**src/rtl/divider_32bits.sv**
```systemverilog
// Sequential radix-2 restoring divider for DIV/DIVU.
// One quotient bit per clock; quotient in LO, remainder in HI.
module divider_32bits (
    input  logic        clk,
    input  logic        rst_n,
    input  logic        start,
    input  logic        sign,
    input  logic [31:0] dividend,
    input  logic [31:0] divisor,
    output logic        busy,
    output logic        done,
    output logic [31:0] quotient,
    output logic [31:0] remainder,
    output logic        div_zero
);

    typedef enum logic [1:0] {
        IDLE = 2'd0,
        CALC = 2'd1,
        FIX  = 2'd2
    } state_t;

    state_t      state;
    logic [31:0] dvd;
    logic [31:0] dvs;
    logic [32:0] rem;
    logic [5:0]  cnt;
    logic        neg_q;
    logic        neg_r;

    logic [31:0] dvd_mag;
    logic [31:0] dvs_mag;
    logic [32:0] shifted;
    logic [32:0] trial;

    // Operand magnitudes for signed requests
    always_comb begin
        dvd_mag = (sign && dividend[31]) ? (~dividend + 32'd1) : dividend;
        dvs_mag = (sign && divisor[31]) ? (~divisor + 32'd1) : divisor;
    end

    // One restoring step: shift in the next dividend bit and try a subtract
    always_comb begin
        shifted = {rem[31:0], dvd[31]};
        trial   = shifted - {1'b0, dvs};
    end

    assign busy = (state != IDLE);

    // Control FSM, datapath registers and registered results
    always_ff @(posedge clk or negedge rst_n) begin
        if (!rst_n) begin
            state     <= IDLE;
            dvd       <= '0;
            dvs       <= '0;
            rem       <= '0;
            cnt       <= '0;
            neg_q     <= 1'b0;
            neg_r     <= 1'b0;
            done      <= 1'b0;
            quotient  <= '0;
            remainder <= '0;
            div_zero  <= 1'b0;
        end else begin
            done <= 1'b0;
            unique case (state)
                IDLE: begin
                    if (start) begin
                        if (divisor == 32'd0) begin
                            quotient  <= 32'hFFFF_FFFF;
                            remainder <= dividend;
                            div_zero  <= 1'b1;
                            done      <= 1'b1;
                        end else begin
                            dvd   <= dvd_mag;
                            dvs   <= dvs_mag;
                            neg_q <= sign & (dividend[31] ^ divisor[31]);
                            neg_r <= sign & dividend[31];
                            rem   <= '0;
                            cnt   <= '0;
                            state <= CALC;
                        end
                    end
                end
                CALC: begin
                    if (!trial[32]) begin
                        rem <= trial;
                        dvd <= {dvd[30:0], 1'b1};
                    end else begin
                        rem <= shifted;
                        dvd <= {dvd[30:0], 1'b0};
                    end
                    cnt <= cnt + 6'd1;
                    if (cnt == 6'd31) begin
                        state <= FIX;
                    end
                end
                FIX: begin
                    quotient  <= neg_q ? (~dvd + 32'd1) : dvd;
                    remainder <= neg_r ? (~rem[31:0] + 32'd1) : rem[31:0];
                    div_zero  <= 1'b0;
                    done      <= 1'b1;
                    state     <= IDLE;
                end
                default: begin
                    state <= IDLE;
                end
            endcase
        end
    end

endmodule

```
**config.mk**
```make
export PLATFORM = sky130hd
export DESIGN_NAME = divider_32bits
export DESIGN_NICKNAME = d
export VERILOG_FILES = /design/src/rtl/divider_32bits.sv
export SDC_FILE = /design/constraint.sdc
export NUM_CORES = 1
export LEC_CHECK = 0
export CORE_ASPECT_RATIO = 2
export CORE_MARGIN = 2
export CORE_UTILIZATION = 44
export CTS_CLUSTER_SIZE = 20
export DETAILED_ROUTE_END_ITERATION = 10
export PLACE_DENSITY = 0.65
export SETUP_SLACK_MARGIN = 0.3
export SYNTH_ARGS = -nofsm -noshare
export SYNTH_HDL_FRONTEND = slang
export SYNTH_SLANG_ARGS = --single-unit
```
**constraint.sdc**
```tcl
create_clock -name clk -period 4.3 [get_ports clk]
set_clock_uncertainty 0.15 [all_clocks]
set_input_delay 1.29 -clock clk [delete_from_list [all_inputs] [get_ports clk]]
set_output_delay 1.29 -clock clk [all_outputs]
set_load 0.03 [all_outputs]
```
==> impl_metrics.csv, run 1 <==
group,metric,value,unit
status,outcome,"completed",
sta,holdWs,0.326,ns
sta,worst_pin_slew,1.07,ns
logic_synthesis,synth_commonest_cells,"o21ai_0, dfrtp_1, nand2_1",
setup_path,cp_common_cell,"or3_4",
final_layout,utilization,0.572,
route,drt-initial-drc-count,645,
clocking,ctsHoldBuffers,0,
final_layout,areaGrowthSynthToFinish,27.9,%
logic_synthesis,synth_top_area_share,0.374,
power,irDropWorstVdd,0.361,mV
route,avgViaCountPerCell,5.67,
placed_design,pre_cts_ws,-0.419,ns
setup_path,crit_buf_inv,5,
floorplanning,boundaryPins,135,
clocking,root_buffer,"clkbuf_16",
floorplanning,die-height,233,um
clocking,cts_sinks,172,
clocking,clk_latency,0.45,ns
logic_synthesis,synth_most_common_cell,"o21ai_0",
run,maxCapViolations,0,
power,p_per_area,671,mW/mm^2
setup_path,slowest_delay,0.57,ns
sta,setup_ws,0.405,ns
global_routing,grt_pass1_wl,56400,um
clocking,cts_buffers,17,
logic_synthesis,syn_inst,1345,
global_routing,grt_max_degree,76,
setup_path,arrival,4.05,ns
final_layout,stdcell_count,1875,
final_layout,post_route_cells_drive_above_1_share,0.109,
placed_design,dpl_cell_area,0.0138,mm^2
final_layout,num_antenna_cells,0,
logic_synthesis,yosys-top-cells-area,"dfrtp_1, o21ai_0, xor2_1, nand2_1, xnor2_1",
floorplanning,core_area,0.0258,mm^2
sta,finalSetupViolCount,0,
logic_synthesis,synth_cell_types,66,
route,ant_nets,0,
setup_path,crit_path_max_fanout,6,
clocking,path_clk_slew,0.07,ns
clocking,clockBufferDepth,2,
floorplanning,initial_core_util,0.447,
logic_synthesis,yosys.area.top_type,"dfrtp_1",
min_path,holdCritPathClass,"reg2reg",
placed_design,place_inst,1830,
logic_synthesis,synth-seq-cells,172,
floorplanning,die_w,118,um
setup_path,worstPathCellList,"clkbuf_2 -> or4_4 -> or3_4 -> nor4_4 -> buf_4 -> nand4b_1 -> or3_4 -> nor2_4 -> buf_6 -> buf_12 -> buf_16 -> mux2i_1 -> o21ai_0",
floorplanning,placementRows,83,
power,p_leak,6.01,nW
logic_synthesis,yosys_warnings,0,
final_layout,layout.nets,1630,
setup_path,cp_top_family,"simple AND/OR/NAND/NOR gates",
sta,period_share,0.906,
logic_synthesis,synth_nets,1451,
setup_path,end_kind,"flip-flop",
sta,maxSlewViolCount,0,
sta,layout_min_cycle_time,3.89,ns
route,drt-total-wl,34900,um
placed_design,dpl.hpwl,26600,um
logic_synthesis,yosysSeqAreaShare,0.374,
logic_synthesis,netlist_area,0.0115,mm^2
route,drc,0,
logic_synthesis,async_reset_ff_frac,1.00,
setup_path,worstPathRequired,4.45,ns
sta,hold_viol,0,
global_routing,grt_remaining_overflow,0,
setup_path,path_class,"in2reg",
logic_synthesis,synth_flop_cell,"dfrtp_1",
route,firstDrtPassIters,5,
placed_design,gp_congestion,0.869,
placed_design,numPortBuffers,134,
logic_synthesis,avgSynthCellArea,8.56,um^2
floorplanning,die_area,0.0276,mm^2
sta,rsz0062_at_grt,"true",
sta,maxSlewHeadroom,0.286,
route,wl_per_cell,18.6,um
sta,max_freq,0.257,GHz
logic_synthesis,synth-edff-count,0,
setup_path,crit_slowest_cell,"or4_4",
clocking,cts_tree,"done",
global_routing,antenna_found_initial,0,
global_routing,grt_usage,0.261,
setup_path,startpoint_type,"primary input",
final_layout,postLayoutCellArea,0.0147,mm^2
setup_path,rrSetupSlack,0.53,ns
global_routing,first_global_vias,10800,
route,vias,10600,
clocking,htreeDepth,4,
## flip-flops by register name (all words and copies together) (netlist names)
name,cells
dvd,32
dvs,32
quotient,32
rem,32
remainder,32
cnt,6
state,2
div_zero,1
done,1
neg_q,1
neg_r,1
## timing repair
action	in CTS	in global routing
cloned	4	0
endpoints found under the setup margin	170	115
buffers inserted	10	1
gates resized for setup	47	11
pin swaps	9	8
## worst paths after layout
path	startpoint	to	depth (start not counted)
max	divisor[7]	remainder[13]	13
min reg2reg	dvs[25]	dvs[25]	2
min in group asynchronous	rst_n	remainder[5]	1
max in group asynchronous	rst_n	cnt[4]	2
max reg2reg	dvd[31]	rem[30]	12
min	dvs[25]	dvs[25]	2
## kinds of logic (layout without fill, tap and decap cells)
logic type                 count (synthesis)  after routing  synth area share
DFF                                      172            172             0.374
xor gates and xnor gates                 148            148             0.113
and+or+nand+nor                          371            371             0.151
adders and majority gates                 38             38            0.0419
AOI/OAI and AO/OA                        437            437             0.229
muxes                                     58             58            0.0504
buffers and inverters                    121            311            0.0410
## routing by layer
metal	GRT usage	wire length (um)	vias up
li1	-	-	5184
met1	0.260	12300	5097
met2	0.509	19600	267
met3	0.0328	1000	87
met4	0.153	1980	0
met5	0	0	-
## per-stage QoR
step           TNS [ns]  power [W]
2_1_floorplan         0    0.00664
6_report              0    0.00988
3_5_place_dp     -52.16    0.00821
3_3_place_gp     -51.48    0.00811
5_1_grt               0     0.0107
4_1_cts               0    0.00987
## placed cells by master, fill, tap and decap left out, types with 7 or more instances in the layout
master,count
nor4_1,8
or4_1,8
nor2_1,72
inv_1,47
o21ai_0,192
clkdlybuf4s50_1,124
nor3_1,27
o21ai_1,13
ha_1,37
xnor2_1,67
and3_1,7
mux2i_1,58
xor2_1,81
o41ai_1,16
nor2b_1,8
a21o_1,12
dfrtp_1,172
o31ai_1,28
or3_1,8
buf_12,14
a21oi_1,88
nand2b_1,11
a22oi_1,15
nand2_1,161
nand4_1,10
a32oi_1,7
o221ai_1,12
nand3_1,14
clkbuf_16,17
buf_4,80
## final cells by class
cell class | instances | area [um^2]
clock buffer | 24 | 492
fill | 2436 | 11000
tap | 340 | 425
inverter | 47 | 176
sequential | 172 | 4300
multi-input combinational | 1052 | 6880
timing repair buffer | 234 | 2340
clock inverter | 6 | 110
## worst register-to-register path, cell delays in order, from the launching register on
cell	delay [ns]
dfrtp_1	0.35
inv_1	0.07
ha_1	0.26
fa_1	0.42
nand2b_1	0.19
a21oi_1	0.26
o21ai_0	0.27
o2111ai_1	0.45
a21oi_1	0.21
o41ai_1	0.56
a311oi_1	0.22
nor4_1	0.17
nand3b_1	0.13
## power breakdown
group	switching [W]	internal, W	total, W
logic	0.00309	0.00233	0.00542
clock network	0.000645	0.000969	0.00161
registers	0.000676	0.00216	0.00284
total	0.00441	0.00546	0.00988
Power figures use the tool's default switching activity.
==> inputs of run 2 (changes only) <==
--- a/config.mk
+++ b/config.mk
@@ -6,11 +6,11 @@
 export NUM_CORES = 1
 export LEC_CHECK = 0
 export CORE_ASPECT_RATIO = 2
-export CORE_MARGIN = 2
 export CORE_UTILIZATION = 44
 export CTS_CLUSTER_SIZE = 20
 export DETAILED_ROUTE_END_ITERATION = 10
 export PLACE_DENSITY = 0.65
+export RECOVER_POWER = 100
 export SETUP_SLACK_MARGIN = 0.3
 export SYNTH_ARGS = -nofsm -noshare
 export SYNTH_HDL_FRONTEND = slang
==> run 2 against run 1 <==
Compared with the run above:
- the run now ends with max-capacitance violations, max-slew violations left
- critical path depth is the same
- sequential power is essentially flat
- worst hold slack gained 0.0068 ns
- combinational power is essentially flat
==> impl_metrics.csv, run 2 (same netlist as run 1, synthesis figures left out) <==
group,metric,value,unit
clocking,cts_tree,"done",
floorplanning,die_w,116,um
min_path,worstHoldEndpoint,"dvs[15]",
clocking,htreeDepth,4,
final_layout,postLayoutCellArea,0.0146,mm^2
final_layout,post_route_cells_drive_above_1_share,0.104,
placed_design,numPortBuffers,134,
route,avgViaCountPerCell,5.66,
placed_design,dpl_cell_area,0.0137,mm^2
placed_design,dpl.hpwl,26400,um
floorplanning,die-height,231,um
floorplanning,boundaryPins,135,
global_routing,grt_usage,0.270,
clocking,ctsHoldBuffers,0,
floorplanning,die_area,0.0269,mm^2
clocking,cts_sinks,172,
setup_path,reg2regPathDepth,12,
final_layout,areaGrowthSynthToFinish,26.7,%
floorplanning,placementRows,83,
power,p_per_area,670,mW/mm^2
run,maxCapViolations,2,
sta,period_share,0.934,
final_layout,final_common_cell,"o21ai_0",
setup_path,startpoint_type,"primary input",
route,vias,10600,
placed_design,gp_congestion,0.892,
route,drt-total-wl,34600,um
setup_path,end_kind,"flip-flop",
min_path,holdCritStartpoint,"dvs[15]",
route,firstDrtPassIters,5,
final_layout,fillCellCount,2414,
setup_path,worstSetupStartpoint,"dividend[0]",
sta,maxSlewHeadroom,-0.308,
clocking,root_buffer,"clkbuf_16",
sta,layout_min_cycle_time,4.02,ns
sta,max_freq,0.249,GHz
sta,hold_viol,0,
floorplanning,initial_core_util,0.449,
min_path,hold_depth,2,
final_layout,layout.nets,1629,
setup_path,reg2reg_from,"dvd[31]",
route,ant_nets,0,
global_routing,grt_max_degree,72,
placed_design,place_inst,1827,
final_layout,num_antenna_cells,0,
sta,rsz0062_at_grt,"true",
setup_path,arrival,4.19,ns
sta,maxSlewViolCount,119,
setup_path,crit_path_max_fanout,3,
final_layout,stdcell_count,1876,
route,route.met3.wl,948,um
floorplanning,core_area,0.0257,mm^2
route,wl_per_cell,18.4,um
global_routing,first_global_vias,10600,
global_routing,grt_pass1_wl,55200,um
setup_path,r2r_end,"rem[22]",
status,violations,"max-capacitance violations, max-slew violations",
route,drc,0,
min_path,holdCritPathClass,"reg2reg",
sta,setup_tns,0,ns
clocking,clockBufferDepth,2,
sta,finalSetupViolCount,0,
power,p_leak,5.94,nW
route,wl_met1,12000,um
global_routing,antenna_found_initial,0,
status,outcome,"finished, violations left",
setup_path,worstPathRequired,4.48,ns
route,routed.top_layer,"met4",
clocking,cts_buffers,17,
clocking,path_clk_slew,0.06,ns
power,finalPower,0.00978,W
route,drt-initial-drc-count,697,
setup_path,rrSetupSlack,0.52,ns
sta,worst_pin_slew,1.96,ns
setup_path,path_class,"in2reg",
final_layout,layout_common_cells,"o21ai_0, dfrtp_1, nand2_1",
clocking,clk_latency,0.45,ns
power,irDropWorstVdd,0.368,mV
route,met2_length,19700,um
sta,holdWs,0.333,ns
global_routing,grt_remaining_overflow,0,
run 2: changes by cell type in the layout (fill, tap and decap cells not counted), sizes merged, moves of 2 or more:
cell,change
clkdlybuf4s50,-66
clkbuf,+13
buf,-15
bufinv,-2
clkinvlp,+2
dlygate4sd3,+67
clkinv,+3
run 2: what timing repair did:
action,in CTS,in global routing
resized for setup,39,17
cloned,3,0
endpoints found under the setup margin,170,82
setup buffers,11,3
pin swaps,10,9
run 2: worst max path at each step:
stage	endpoint	depth (start not counted)
4_1_cts	dvd[28]	13
2_1_floorplan	remainder[23]	9
5_1_grt	remainder[12]	12
6_report	dvd[24]	13
3_3_place_gp	rem[27]	12
3_5_place_dp	remainder[25]	11
run 2: metal layers:
layer,GRT usage,vias to the layer above
met1,0.262,5097
met2,0.519,257
li1,-,5181
met5,0,-
met3,0.0333,91
met4,0.165,0
run 2: report_power, final:
group,switching [W],internal (W)
Clock,0.000673,0.000856
Sequential,0.000663,0.00216
Combinational,0.00310,0.00232
Total,0.00444,0.00534
run 2: through the flow:
step | util | setup WS, ns
after CTS | 0.569 | 0.307
after detailed placement | 0.535 | -0.400
after floorplan | - | 0.301
after global placement | 0.535 | -0.383
final | 0.569 | 0.282
after global routing | 0.569 | 0.148
run 2: layout make-up:
cell class / instances / area, um^2 / share of cell area
multi-input cells: 1052 / 6850 / 0.470
flip-flops and latches: 172 / 4300 / 0.295
repair buffers: 233 / 2260 / 0.155
clock buffers: 22 / 484 / 0.0332
well taps: 340 / 425 / 0.0292
inverters: 47 / 176 / 0.0121
clock inverters: 10 / 88.8 / 0.00609
run 2: critical path: stages:
cell,delay (ns)
clkdlybuf4s50_1,0.49
inv_1,0.12
ha_1,0.18
nand2b_1,0.09
or4b_2,0.65
o41ai_2,0.23
clkbuf_1,0.23
o21ai_2,0.13
a21oi_1,0.26
xor2_1,0.18
nor2_1,0.06
a21oi_1,0.18
o21ai_0,0.11
